<file path="config.mk">
export PLATFORM = sky130hd
export DESIGN_NAME = if_stage
export DESIGN_NICKNAME = d
export VERILOG_FILES = /design/src/rtl/if_stage_pkg.sv /design/src/rtl/if_stage_if_id_reg.sv /design/src/rtl/if_stage.sv
export SDC_FILE = /design/constraint.sdc
export NUM_CORES = 1
export LEC_CHECK = 0
export CORE_ASPECT_RATIO = 1.4
export CORE_UTILIZATION = 48
export DETAILED_ROUTE_END_ITERATION = 6
export PLACE_DENSITY_LB_ADDON = 0.08
export SLEW_MARGIN = 20
export SYNTH_ARGS = -nofsm -noshare
export SYNTH_HDL_FRONTEND = slang
export SYNTH_SLANG_ARGS = --single-unit
</file>
<file path="constraint.sdc">
create_clock -name SYS_clk -period 6.35 [get_ports SYS_clk]
set_input_delay 0.635 -clock SYS_clk [delete_from_list [all_inputs] [get_ports SYS_clk]]
set_output_delay 0.635 -clock SYS_clk [all_outputs]
set_load 0.02 [all_outputs]
</file>
<file path="src/rtl/if_stage_pkg.sv">
// Shared fetch-stage constants and helpers; decode and EX use the same values.
package if_stage_pkg;

    localparam int          XLEN           = 32;
    localparam logic [31:0] RESET_PC_DEF   = 32'h0000_0000;
    localparam logic [31:0] EXC_VECTOR_DEF = 32'h8000_0180;
    localparam logic [31:0] NOP_INSTR_DEF  = 32'h0000_0000;  // sll $0,$0,0

    typedef enum logic [1:0] {
        PC_SEQ,
        PC_HOLD,
        PC_REDIR,
        PC_EXC
    } pc_sel_e;

    function automatic logic pc_misaligned(input logic [XLEN-1:0] pc);
        return pc[1:0] != 2'b00;
    endfunction

endpackage

</file>
<file path="src/rtl/if_stage_if_id_reg.sv">
// IF/ID pipeline register: holds the fetched instruction and its PC for decode.
module if_id_reg
    import if_stage_pkg::*;
#(
    parameter logic [31:0] NOP_INSTR = NOP_INSTR_DEF
) (
    input  logic            clk_i,
    input  logic            reset_i,
    input  logic            stall_i,
    input  logic            flush_i,
    input  logic [XLEN-1:0] pc_i,
    input  logic [XLEN-1:0] pc_plus4_i,
    input  logic [XLEN-1:0] instr_i,
    output logic [XLEN-1:0] instr_o,
    output logic [XLEN-1:0] pc_o,
    output logic [XLEN-1:0] pc_plus4_o,
    output logic            valid_o,
    output logic            fetch_exc_o
);

    logic [XLEN-1:0] instr_q, instr_d;
    logic [XLEN-1:0] pc_q, pc_d;
    logic [XLEN-1:0] pc_plus4_q, pc_plus4_d;
    logic            valid_q, valid_d;
    logic            fexc_q, fexc_d;
    logic            misaligned;

    assign misaligned = pc_misaligned(pc_i);

    always_comb begin
        instr_d    = instr_q;
        pc_d       = pc_q;
        pc_plus4_d = pc_plus4_q;
        valid_d    = valid_q;
        fexc_d     = fexc_q;
        // Flush wins over stall: a stalled IF/ID entry is wrong-path once we redirect.
        if (flush_i) begin
            instr_d = NOP_INSTR;
            valid_d = 1'b0;
            fexc_d  = 1'b0;
        end else if (!stall_i) begin
            instr_d    = misaligned ? NOP_INSTR : instr_i;
            pc_d       = pc_i;
            pc_plus4_d = pc_plus4_i;
            valid_d    = 1'b1;
            fexc_d     = misaligned;
        end
    end

    always_ff @(posedge clk_i) begin
        if (reset_i) begin
            instr_q    <= NOP_INSTR;
            pc_q       <= '0;
            pc_plus4_q <= '0;
            valid_q    <= 1'b0;
            fexc_q     <= 1'b0;
        end else begin
            instr_q    <= instr_d;
            pc_q       <= pc_d;
            pc_plus4_q <= pc_plus4_d;
            valid_q    <= valid_d;
            fexc_q     <= fexc_d;
        end
    end

    assign instr_o     = instr_q;
    assign pc_o        = pc_q;
    assign pc_plus4_o  = pc_plus4_q;
    assign valid_o     = valid_q;
    assign fetch_exc_o = fexc_q;

endmodule

</file>
<file path="src/rtl/if_stage.sv">
// MIPS instruction-fetch stage: PC register, next-PC select and the IF/ID register.
module if_stage
    import if_stage_pkg::*;
#(
    parameter logic [31:0] RESET_PC   = RESET_PC_DEF,
    parameter logic [31:0] EXC_VECTOR = EXC_VECTOR_DEF,
    parameter logic [31:0] NOP_INSTR  = NOP_INSTR_DEF
) (
    input  logic        SYS_clk,
    input  logic        SYS_reset,
    input  logic        stall,
    input  logic        redirect,
    input  logic [31:0] redirect_pc,
    input  logic        exc_redirect,
    output logic [31:0] imem_addr,
    input  logic [31:0] imem_rdata,
    output logic [31:0] D_instruction,
    output logic [31:0] D_pc,
    output logic [31:0] D_pc_plus4,
    output logic        D_valid,
    output logic        D_fetch_exc
);

    logic [XLEN-1:0] pc_q, pc_d;
    logic [XLEN-1:0] pc_plus4;
    pc_sel_e         pc_sel;

    assign pc_plus4 = pc_q + 32'd4;  // wraps 32'hFFFF_FFFC -> 0

    always_comb begin
        pc_sel = PC_SEQ;
        if (exc_redirect)  pc_sel = PC_EXC;
        else if (redirect) pc_sel = PC_REDIR;
        else if (stall)    pc_sel = PC_HOLD;
    end

    always_comb begin
        pc_d = pc_plus4;
        unique case (pc_sel)
            PC_EXC:   pc_d = EXC_VECTOR;
            PC_REDIR: pc_d = redirect_pc;
            PC_HOLD:  pc_d = pc_q;
            default:  pc_d = pc_plus4;
        endcase
    end

    always_ff @(posedge SYS_clk) begin
        if (SYS_reset) pc_q <= RESET_PC;
        else           pc_q <= pc_d;
    end

    assign imem_addr = pc_q;

    if_id_reg #(
        .NOP_INSTR (NOP_INSTR)
    ) u_if_id (
        .clk_i       (SYS_clk),
        .reset_i     (SYS_reset),
        .stall_i     (stall),
        .flush_i     (exc_redirect | redirect),
        .pc_i        (pc_q),
        .pc_plus4_i  (pc_plus4),
        .instr_i     (imem_rdata),
        .instr_o     (D_instruction),
        .pc_o        (D_pc),
        .pc_plus4_o  (D_pc_plus4),
        .valid_o     (D_valid),
        .fetch_exc_o (D_fetch_exc)
    );

endmodule

</file>
# Yosys cells after proc, flatten, opt, wreduce, memory -nomap -nowiden
# Cells that the tools add are included.
[word_totals]
output_inout_bits = 130
in_bits = 69
elab_cells = 21
register_bits = 130
[op_classes]
n_eq_ne = 3
n_reduce_logical = 3
bitwise_logic = 3
addsub = 1
n_mux = 5
[op_table]
columns = ["cell", "count"]
rows = [
  ["one-hot mux 32 bit (3 select lines)", 1],
  ["adder 32 x 3 -> 32 bit, second input constant", 1],
  ["two-way mux 32 bit", 1],
  ["equality test 2 bit, second input constant", 2],
  ["two-way mux 2 bit", 2],
  ["equality test 2 x 1 -> 1 bit, second input constant", 1],
  ["NOT 1 bit", 2],
  ["AND reduction 2 bit", 1],
  ["nonzero test 2 bit", 1],
  ["OR reduction 2 bit", 1],
  ["two-way mux 1 bit", 1],
  ["bitwise OR 1 bit", 1],
]

# Logic depth before layout (Yosys ltp)
# Gate-level depths: netlist of run 1.
[depth]
word_depth = 5
ltp_mapped = 7
ltp_nobuf = 6

# By module
# Synthesis of run 1 repeated with hierarchy kept, for this count alone.
[hier_totals]
hier_cells = 728
area_unflattened_um2 = 6283.5
[modules_own_cells]
columns = ["module", "area_each_um2", "n_inst", "seq_area_each_um2", "cells_per_inst"]
rows = [
  ["if_id_reg", 3911.3, 1, 1961.9, 407],
  ["if_stage", 2372.3, 1, 640.6, 321],
]

# Least setup slack after synthesis of run 1
# Ideal clock, no wire load.
[synth_path]
path_kind = "reg2reg"
startpoint = "reg pc_q[2] (netlist: imem_addr[2])"
endpoint = "reg pc_q[28] (netlist: imem_addr[28])"
setup_slack_ns = 4.156
period_less_slack_ns = 2.194
path_buffers = 0
required_time_ns = 6.220
path_stages_with_launch = 7
setup_ns = 0.130
t_arrival_ns = 2.064
cell_sequence = "dfxtp_1 ha_1 nand3_4 or4_4 nor3_2 mux2i_1 a211oi_2"
[synth_via]
elab_chain_len = 2
[synth_rtl]
columns = ["element", "line_no", "text"]
rows = [
  ["start: declaration", "if_stage.sv:24", "logic [XLEN-1:0] pc_q, pc_d;"],
  ["start signal: assignment", "if_stage.sv:49", "else pc_q <= pc_d;"],
  ["adder 32 x 3 -> 32 bit", "if_stage.sv:28", "assign pc_plus4 = pc_q + 32'd4;"],
  ["one-hot mux 32 bit (3 select lines)", "if_stage.sv:39", "unique case (pc_sel)"],
]
# No other way between the ends.
# A chain may end at the register's enable or synchronous reset.

# Worst setup path after layout of run 1
[layout_path]
startpoint = "in redirect"
endpoint = "reg pc_q[11] (netlist: imem_addr[11])"
[layout_via]
elab_chain_len = 4
word_cells_on_any_way = 6
classes_between = "3 x eq/ne; 3 x mux"
[layout_rtl]
columns = ["element", "line_no", "text"]
rows = [
  ["start: declaration", "if_stage.sv:12", "input logic redirect,"],
  ["two-way mux 2 bit *", "if_stage.sv:33", "else if (redirect) pc_sel = PC_REDIR;"],
  ["two-way mux 2 bit *", "if_stage.sv:32", "if (exc_redirect) pc_sel = PC_EXC;"],
  ["equality test 2 x 1 -> 1 bit / equality test 2 bit (equally long branches)", "if_stage.sv:39", ""],
  ["one-hot mux 32 bit (3 select lines)", "if_stage.sv:39", ""],
]
# Mark *: on every way between the ends. The rest lies on a longest branch, timed or not.

==> metrics list, run 1 <==
* Biggest area contributors in the synthesized netlist: dfxtp_1 (46%), nand2_1 (6.2%), nor2_1 (5.5%)
- Final setup violating endpoints: 0
- When the netlist entered floorplanning its net count stood at 722.
- Reported max-cap violation count: 0
* Register clock-pin slew on the reported worst setup and hold paths: 50 ps
- Total clock sinks: 128
- Category of the critical setup timing path: input port to flop
- Count of state elements after synthesis: 128
- GRT overflow: 0
- Number of hold buffers added after cts: 0
- The mapped netlist covers 5550 sq um.
- Once placement completed, the tool counted placed cells totaling 943.
* Synthesized instance count: 652
- Top cell type's share of synthesized area: 0.462
- Starting DRC count in detailed routing: 340
- Dividing total power by cell area gives a power density of 254 nW/um^2.
- Most repeated cell in the gate-level netlist after synthesis: dfxtp_1
* Final setup TNS: 0 ps
- Number of routed nets with antenna violations: 0
- Cell type with the highest aggregate area in the netlist: dfxtp_1
- Measured against its own limit, the worst slew margin works out to 0.425.
- In this run the tool buffered the top-level ports with 198 buffer cells.
- Total power: 2.05 mW
- The initialized floorplan defines 46 standard-cell rows.
- Req. time, crit path: 6680 ps
- After synthesis, the most frequently instantiated cells are dfxtp_1 (128), nand2_1 (91), nor2_1 (81).
- First-pass GRT wire length: 25.8 mm
- The finished layout holds 972 standard cells, fillers aside.
* Main flop type after synthesis: dfxtp_1
* Result of the run: finished, final reports clean
- F_max: 279 MHz
- The congestion estimate from routability-driven global placement came to 0.843.
* Final critical path time including I/O delays and setup: 3580 ps
- The first TritonRoute pass finished after 5 iterations.
- Fraction of the yosys area taken by sequential cells: 0.462
- In this run the vertical extent of the chip is 129 um.
- In the global route stage, overall resource usage came out at 0.277.
* Pin slew with the least headroom to its limit: 860 ps
* Average wire per standard cell: 17.0 um
- Antenna violations before repair: 0
- TritonCTS buffer count: 17
- Total number of nets in the final design: 888
* Number of placed I/O pins: 199
- The tree is rooted in a clkbuf_16.
- For the worst setup path, the data arrival time is 3900 ps.
- The clock arrives with 6.48 ps of skew.
- The clock passes through at most 2 buffers.
* Count of antenna diodes in the layout: 0
- The number of max-slew violations in the final report was 0.
- Gates resized, CTS repair: 0
- After filler insertion, the fill cell instance count of the layout stands at 915.
* FFs w/ async S/R, synth: 0
- Entering global routing, the biggest net connects 71 pins.
- In this run the worst path has a maximum fanout of 25.
- Count of synthesis-stage warnings from yosys: 0
* Final-report hold violation count: 0
- Worst setup SP type: input port
- Fraction of layout cells with a size suffix above 1: 0.0737
- The worst-case IR drop observed on VDD is 0.176 mV.
- Setup repair after global routing missed its margin: no
- The routed layout has 5445 vias.
* Starting density of the core: 0.492
- Total detailed-routing wirelength: 16.5 mm
- Via count of the first global-routing pass: 5218
* Clock latency reported for the late side of the worst-skew pair: 420 ps
* Number of synthesized flops with an enable pin: 0
- For this design the static power due to leakage is 2.72 nW.
- Post-synthesis average cell area: 8.51 sq um
- After floorplanning, the core was sized to cover 11300 sq um.
- In the finished design, the share of the clock period the worst path needs comes to 0.564.
* DRC violation count after routing: 0
- Distinct cells, synth: 53
* Synth-to-Final Area Change: 45.5%
- STA classifies the critical path endpoint as a flop.
* Via count normalized by instance count: 5.60
* Half-perimeter wire length after placement: 11.3 mm
- The die is 92.9 um wide.
- The clock tree synthesis step divided the H-tree into 4 levels.
- TritonCTS built the clock tree.
- Worst min-delay path category: flop to flop
- In this run the post-CTS setup repair buffer count came out at 0.
- The floorplan step defined a die boundary enclosing 12000 sq um.
stage by stage:
stage	hold WS, ps	utilization	worst slack [ps]	area (sq um)
2_1_floorplan	457	-	4160	5550
3_3_place_gp	439	0.664	2390	7490
3_5_place_dp	448	0.664	2200	7490
4_1_cts	455	0.716	2590	8080
5_1_grt	470	0.716	2570	8080
6_report	452	0.716	2770	8080
cells by family (layout without fill, tap and decap cells):
| group | after synthesis | after routing | share of synthesized area |
|---|---|---|---|
| compound gates | 173 | 173 | 0.208 |
| xor+xnor | 33 | 33 | 0.0521 |
| fa+ha+maj | 1 | 1 | 0.00225 |
| buf+inv | 69 | 245 | 0.0584 |
| flops | 128 | 128 | 0.462 |
| mux | 7 | 7 | 0.0126 |
| simple gates | 241 | 241 | 0.205 |
final cells by class:
cell class	instances	area, sq um	share of cell area
timing repair buffer	205	2020	0.251
sequential	128	2560	0.317
clock buffer	24	512	0.0633
tap	144	180	0.0223
clock inverter	5	77.6	0.00960
inverter	11	41.3	0.00511
multi-input combinational	455	2680	0.332
where the power goes:
| part | switching, mW | internal (mW) | total, mW |
|---|---|---|---|
| logic | 0.119 | 0.113 | 0.232 |
| registers | 0.0276 | 0.828 | 0.855 |
| clock network | 0.334 | 0.632 | 0.966 |
cell usage in the layout, fill, tap and decap left out, types with 7 or more instances in the layout:
master           synthesis  final
a22oi_1                 32     32
nand2_1                 91     90
nor3_1                  11     10
dfxtp_1                128    128
inv_1                   10     10
o21ai_0                 21     21
mux2i_1                  7      7
clkdlybuf4s50_1          0    196
nor2_1                  81     79
a211oi_1                30     30
buf_4                    8      7
and3_1                   7      7
xnor2_1                 23     23
xor2_1                  10     10
a21oi_1                 58     58
clkbuf_16                0     17
nand3_1                 10     10
final timing paths:
| check | endpoint | slack [ps] | from | cells past startpoint |
|---|---|---|---|---|
| max | imem_addr[11] | 2770 | redirect | 6 |
| min | u_if_id.pc_o[20] | 450 | u_if_id.pc_o[20] | 2 |
| max reg2reg | imem_addr[24] | 3870 | imem_addr[2] | 6 |
| min reg2reg | u_if_id.pc_o[20] | 450 | u_if_id.pc_o[20] | 2 |
worst max-delay path: stages:
cell             delay (ps)
clkdlybuf4s50_1        1030
clkinv_1                910
nor2_2                  860
a32o_1                  220
a21oi_1                  70
a211oi_1                180
flip-flops by register name, indices dropped and copies added, names as in the netlist:
name                 count
imem_addr               32
u_if_id.fetch_exc_o      1
u_if_id.instr_o         32
u_if_id.valid_o          1
u_if_id.pc_plus4_o      32
u_if_id.pc_o            30
metal layers:
metal,up-vias,global-route usage,wire length [um]
met2,230,0.472,8320
met1,2551,0.299,6360
met5,-,0,0
met3,43,0.0886,1270
met4,0,0.164,558
li1,2621,-,-
Power figures use the tool's default switching activity.
==> inputs of run 2 (changes only) <==
CORE_UTILIZATION = 41   (was 48)
clock period = 3.06 ns   (was 6.35 ns; I/O delays follow)
==> run 2 against run 1 <==
Against the previous run:
- combinational power is 110% higher
- design area is 1.7% higher
- die area is 17% higher
- sequential power is 110% higher
- core utilization is 8.4 points lower
- register-to-register slack worse by 3300 ps
- sequential share of layout area is 0.53 points lower
- highest routed layer unchanged
==> metrics list, run 2 (synthesis results as in run 1) <==
* Critical Path Fanout Max: 8 (was 25)
- Register share of total power: 0.410 (was 0.417)
* GRT overflow: 0 (unchanged)
- The reg2reg setup slack is 560 ps (was 3870 ps).
- First-pass GRT wire length: 27.1 mm (was 25.8 mm)
- Worst r2r dst: imem_addr[24] (unchanged)
- The number of iterations in the first detailed-routing pass is 4 (was 5).
- Final critical path time including I/O delays and setup: 2500 ps
* Half-perimeter wire length after placement: 12.2 mm (was 11.3 mm)
* Switching share of power: 0.248 (was 0.234)
- Worst voltage drop across the vdd grid: 0.373 mV (was 0.176 mV)
- The number of placement rows came to 49 (was 46).
* Worst slack on hold paths: 350 ps (was 452 ps)
- The internal cell power is 3.25 mW (was 1.57 mW).
* Standard cell core area: 13000 sq um (was 11300 sq um)
* Reg-to-reg startpoint: imem_addr[2] (unchanged)
* Placement-stage cell area: 7610 sq um (was 7490 sq um)
- The routability congestion estimate from global placement came to 0.820 (was 0.843).
- The diode insertion count for antenna repair came to 0 (unchanged).
- Via count of the first global-routing pass: 5394 (was 5218)
* Number of placed I/O pins: 199 (unchanged)
- Data arrival time of the critical path: 2860 ps (was 3900 ps)
- The number of nets in the finished design came to 897 (was 888).
- H-tree levels: 4 (unchanged)
- Maximum root-to-sink buffer count: 2 (unchanged)
- Final-report hold violation count: 0 (unchanged)
- Synth-to-Final Area Change: 48.0% (was 45.5%)
- The combinational cell fraction of total power came to 0.114 (was 0.113).
- Req. time, crit path: 3420 ps (was 6680 ps)
- Antenna violations before repair: 0 (unchanged)
* Die Outline Area: 14000 sq um (was 12000 sq um)
- Worst clock skew: 6.85 ps (was 6.48 ps)
* Number of routed nets with antenna violations: 0 (unchanged)
* Core utilization of the finished layout: 0.632 (was 0.716)
- The final standard cell count with taps included and fillers excluded came to 1018 (was 972).
- Result of the run: finished, final reports clean (unchanged).
- Global-route usage over all layers: 0.247 (was 0.277)
- The final setup slack of the worst path came to 558 ps (was 2770 ps).
- The vias after detailed routing is 5433 (was 5445).
- Total power: 4.32 mW (was 2.05 mW)
- Depth of the most critical reg-to-reg path: 6 (unchanged)
- The reported net switching power was 1.07 mW (was 0.480 mW).
- Reported max-cap violation count: 0 (unchanged)
* Commonest cells after routing, fill and taps aside: clkdlybuf4s50_1 (196), dfxtp_1 (128), nand2_1 (91) (was clkdlybuf4s50_1 (196), dfxtp_1 (128), nand2_1 (90))
- The number of max-slew violations in the final report came to 0 (unchanged).
* Number of cells after detailed placement: 986 (was 943)
* Category of the critical setup timing path: flop to flop (was input port to flop)
- Hold_sp: SYS_reset (was u_if_id.pc_o[20])
- Worst setup SP type: flop (was input port)
- The number of buffers inserted for hold repair after clock tree synthesis was 0 (unchanged).
- Starting DRC count in detailed routing: 205 (was 340)
* Final setup violating endpoints: 0 (unchanged)
- Worst hold endpoint: u_if_id.pc_plus4_o[2] (was u_if_id.pc_o[20])
- The commonest non-fill, non-tap cell in the layout was clkdlybuf4s50_1 (unchanged).
- The number of clock sinks was 128 (unchanged).
- The slew of the pin with the lowest slew margin came to 729 ps (was 860 ps).
- Total detailed-routing wirelength: 17.1 mm (was 16.5 mm)
- The number of fill cells in the layout was 1129 (was 915).
- The normalized max-slew margin came to 0.509 (was 0.425).
- Power density normalized to cell area: 526 nW/um^2 (was 254 nW/um^2)
- The insertion delay to the later sink of the worst-skew pair came to 410 ps (was 420 ps).
- The reported leakage power was 2.76 nW (was 2.72 nW).
* TritonCTS buffer count: 17 (unchanged)
* Pin count of the biggest net entering global routing: 68 (was 71)
- Dividing the final minimum period by the clock period gives 0.818.
- The routed via count divided by cell count was 5.34 (was 5.60).
- The type of destination of the critical path was a flop (unchanged).
- The clock-pin transition on the worst setup and hold timing paths came to 60 ps (was 50 ps).
- Die extent in y: 140 um (was 129 um)
- The part of the total power dissipated in the clock network is 0.476 (was 0.470).
- The share of post-route cells with drive strength above 1 is 0.0857 (was 0.0737).
- The effective utilization at floorplan is 0.427 (was 0.492).
- The summed negative setup slack over all endpoints came to 0 ps (unchanged).
- Post-Place Worst Slack: 620 ps (was 2200 ps)
- Final std cell area, no fill: 8220 sq um (was 8080 sq um)
* Worst min-delay path category: input port to flop (was flop to flop)
* Die Wd: 100 um (was 92.9 um)
- TritonCTS clock tree: done (unchanged)
- The per-cell routed wire length came to 16.8 um (was 17.0 um).
* Gates resized, CTS repair: 0 (unchanged)
- Number of cells on the worst hold path: 2 (unchanged)
* Library cell used as clock root buffer: clkbuf_16 (unchanged)
* F_max: 400 MHz
* DRC violation count after routing: 0 (unchanged)
- The number of buffers added on ports was 198 (unchanged).
- Setup repair after global routing missed its margin: no (unchanged).
- The number of buffers inserted to repair setup after CTS was 0 (unchanged).
==> run 2: cell count changes in the layout (fill, tap and decap cells not counted), sizes merged <==
cell      change
inv           +2
clkbuf        -3
buf           +9
clkinvlp      +4
==> run 2: area by class of cell <==
| type | instances | area [sq um] | share of cell area |
|---|---|---|---|
| Multi-Input combinational cell | 455 | 2680 | 0.326 |
| Sequential cell | 128 | 2560 | 0.312 |
| Timing Repair Buffer | 214 | 2100 | 0.256 |
| Clock buffer | 21 | 480 | 0.0585 |
| Tap cell | 178 | 223 | 0.0271 |
| Clock inverter | 11 | 129 | 0.0157 |
| Inverter | 11 | 41.3 | 0.00502 |
==> run 2: power by group through the flow <==
| stage | sequential, mW | clock (mW) | combinational [mW] |
|---|---|---|---|
| after floorplan | 1.85 | 0 | 0.206 |
| after global placement | 1.80 | 0 | 0.489 |
| after detailed placement | 1.81 | 0 | 0.495 |
| after CTS | 1.77 | 2.09 | 0.498 |
| after global routing | 1.78 | 2.15 | 0.532 |
| final | 1.77 | 2.06 | 0.495 |
==> run 2: layer usage <==
layer | vias to the layer above | GRT usage | routed length [um]
met4 | 0 | 0.132 | 571
met2 | 209 | 0.424 | 8590
li1 | 2634 | - | -
met5 | - | 0 | 0
met1 | 2549 | 0.271 | 6660
met3 | 41 | 0.0688 | 1230
==> run 2: worst max-delay path by stage <==
stage,from,end,slack [ps],depth (start not counted)
after floorplan,imem_addr[2],imem_addr[28],870,6
after global placement,imem_addr[2],imem_addr[24],640,6
after detailed placement,imem_addr[2],imem_addr[24],620,6
after CTS,imem_addr[2],imem_addr[24],600,6
after global routing,imem_addr[2],imem_addr[24],310,6
final,imem_addr[2],imem_addr[24],560,6
==> run 2: critical path, stage by stage (launching register included) <==
cell      delay (ps)
dfxtp_1          470
ha_1             330
nand3_4          160
nor4_1           690
nand3_1          270
a211oi_1         310
o221a_2          220
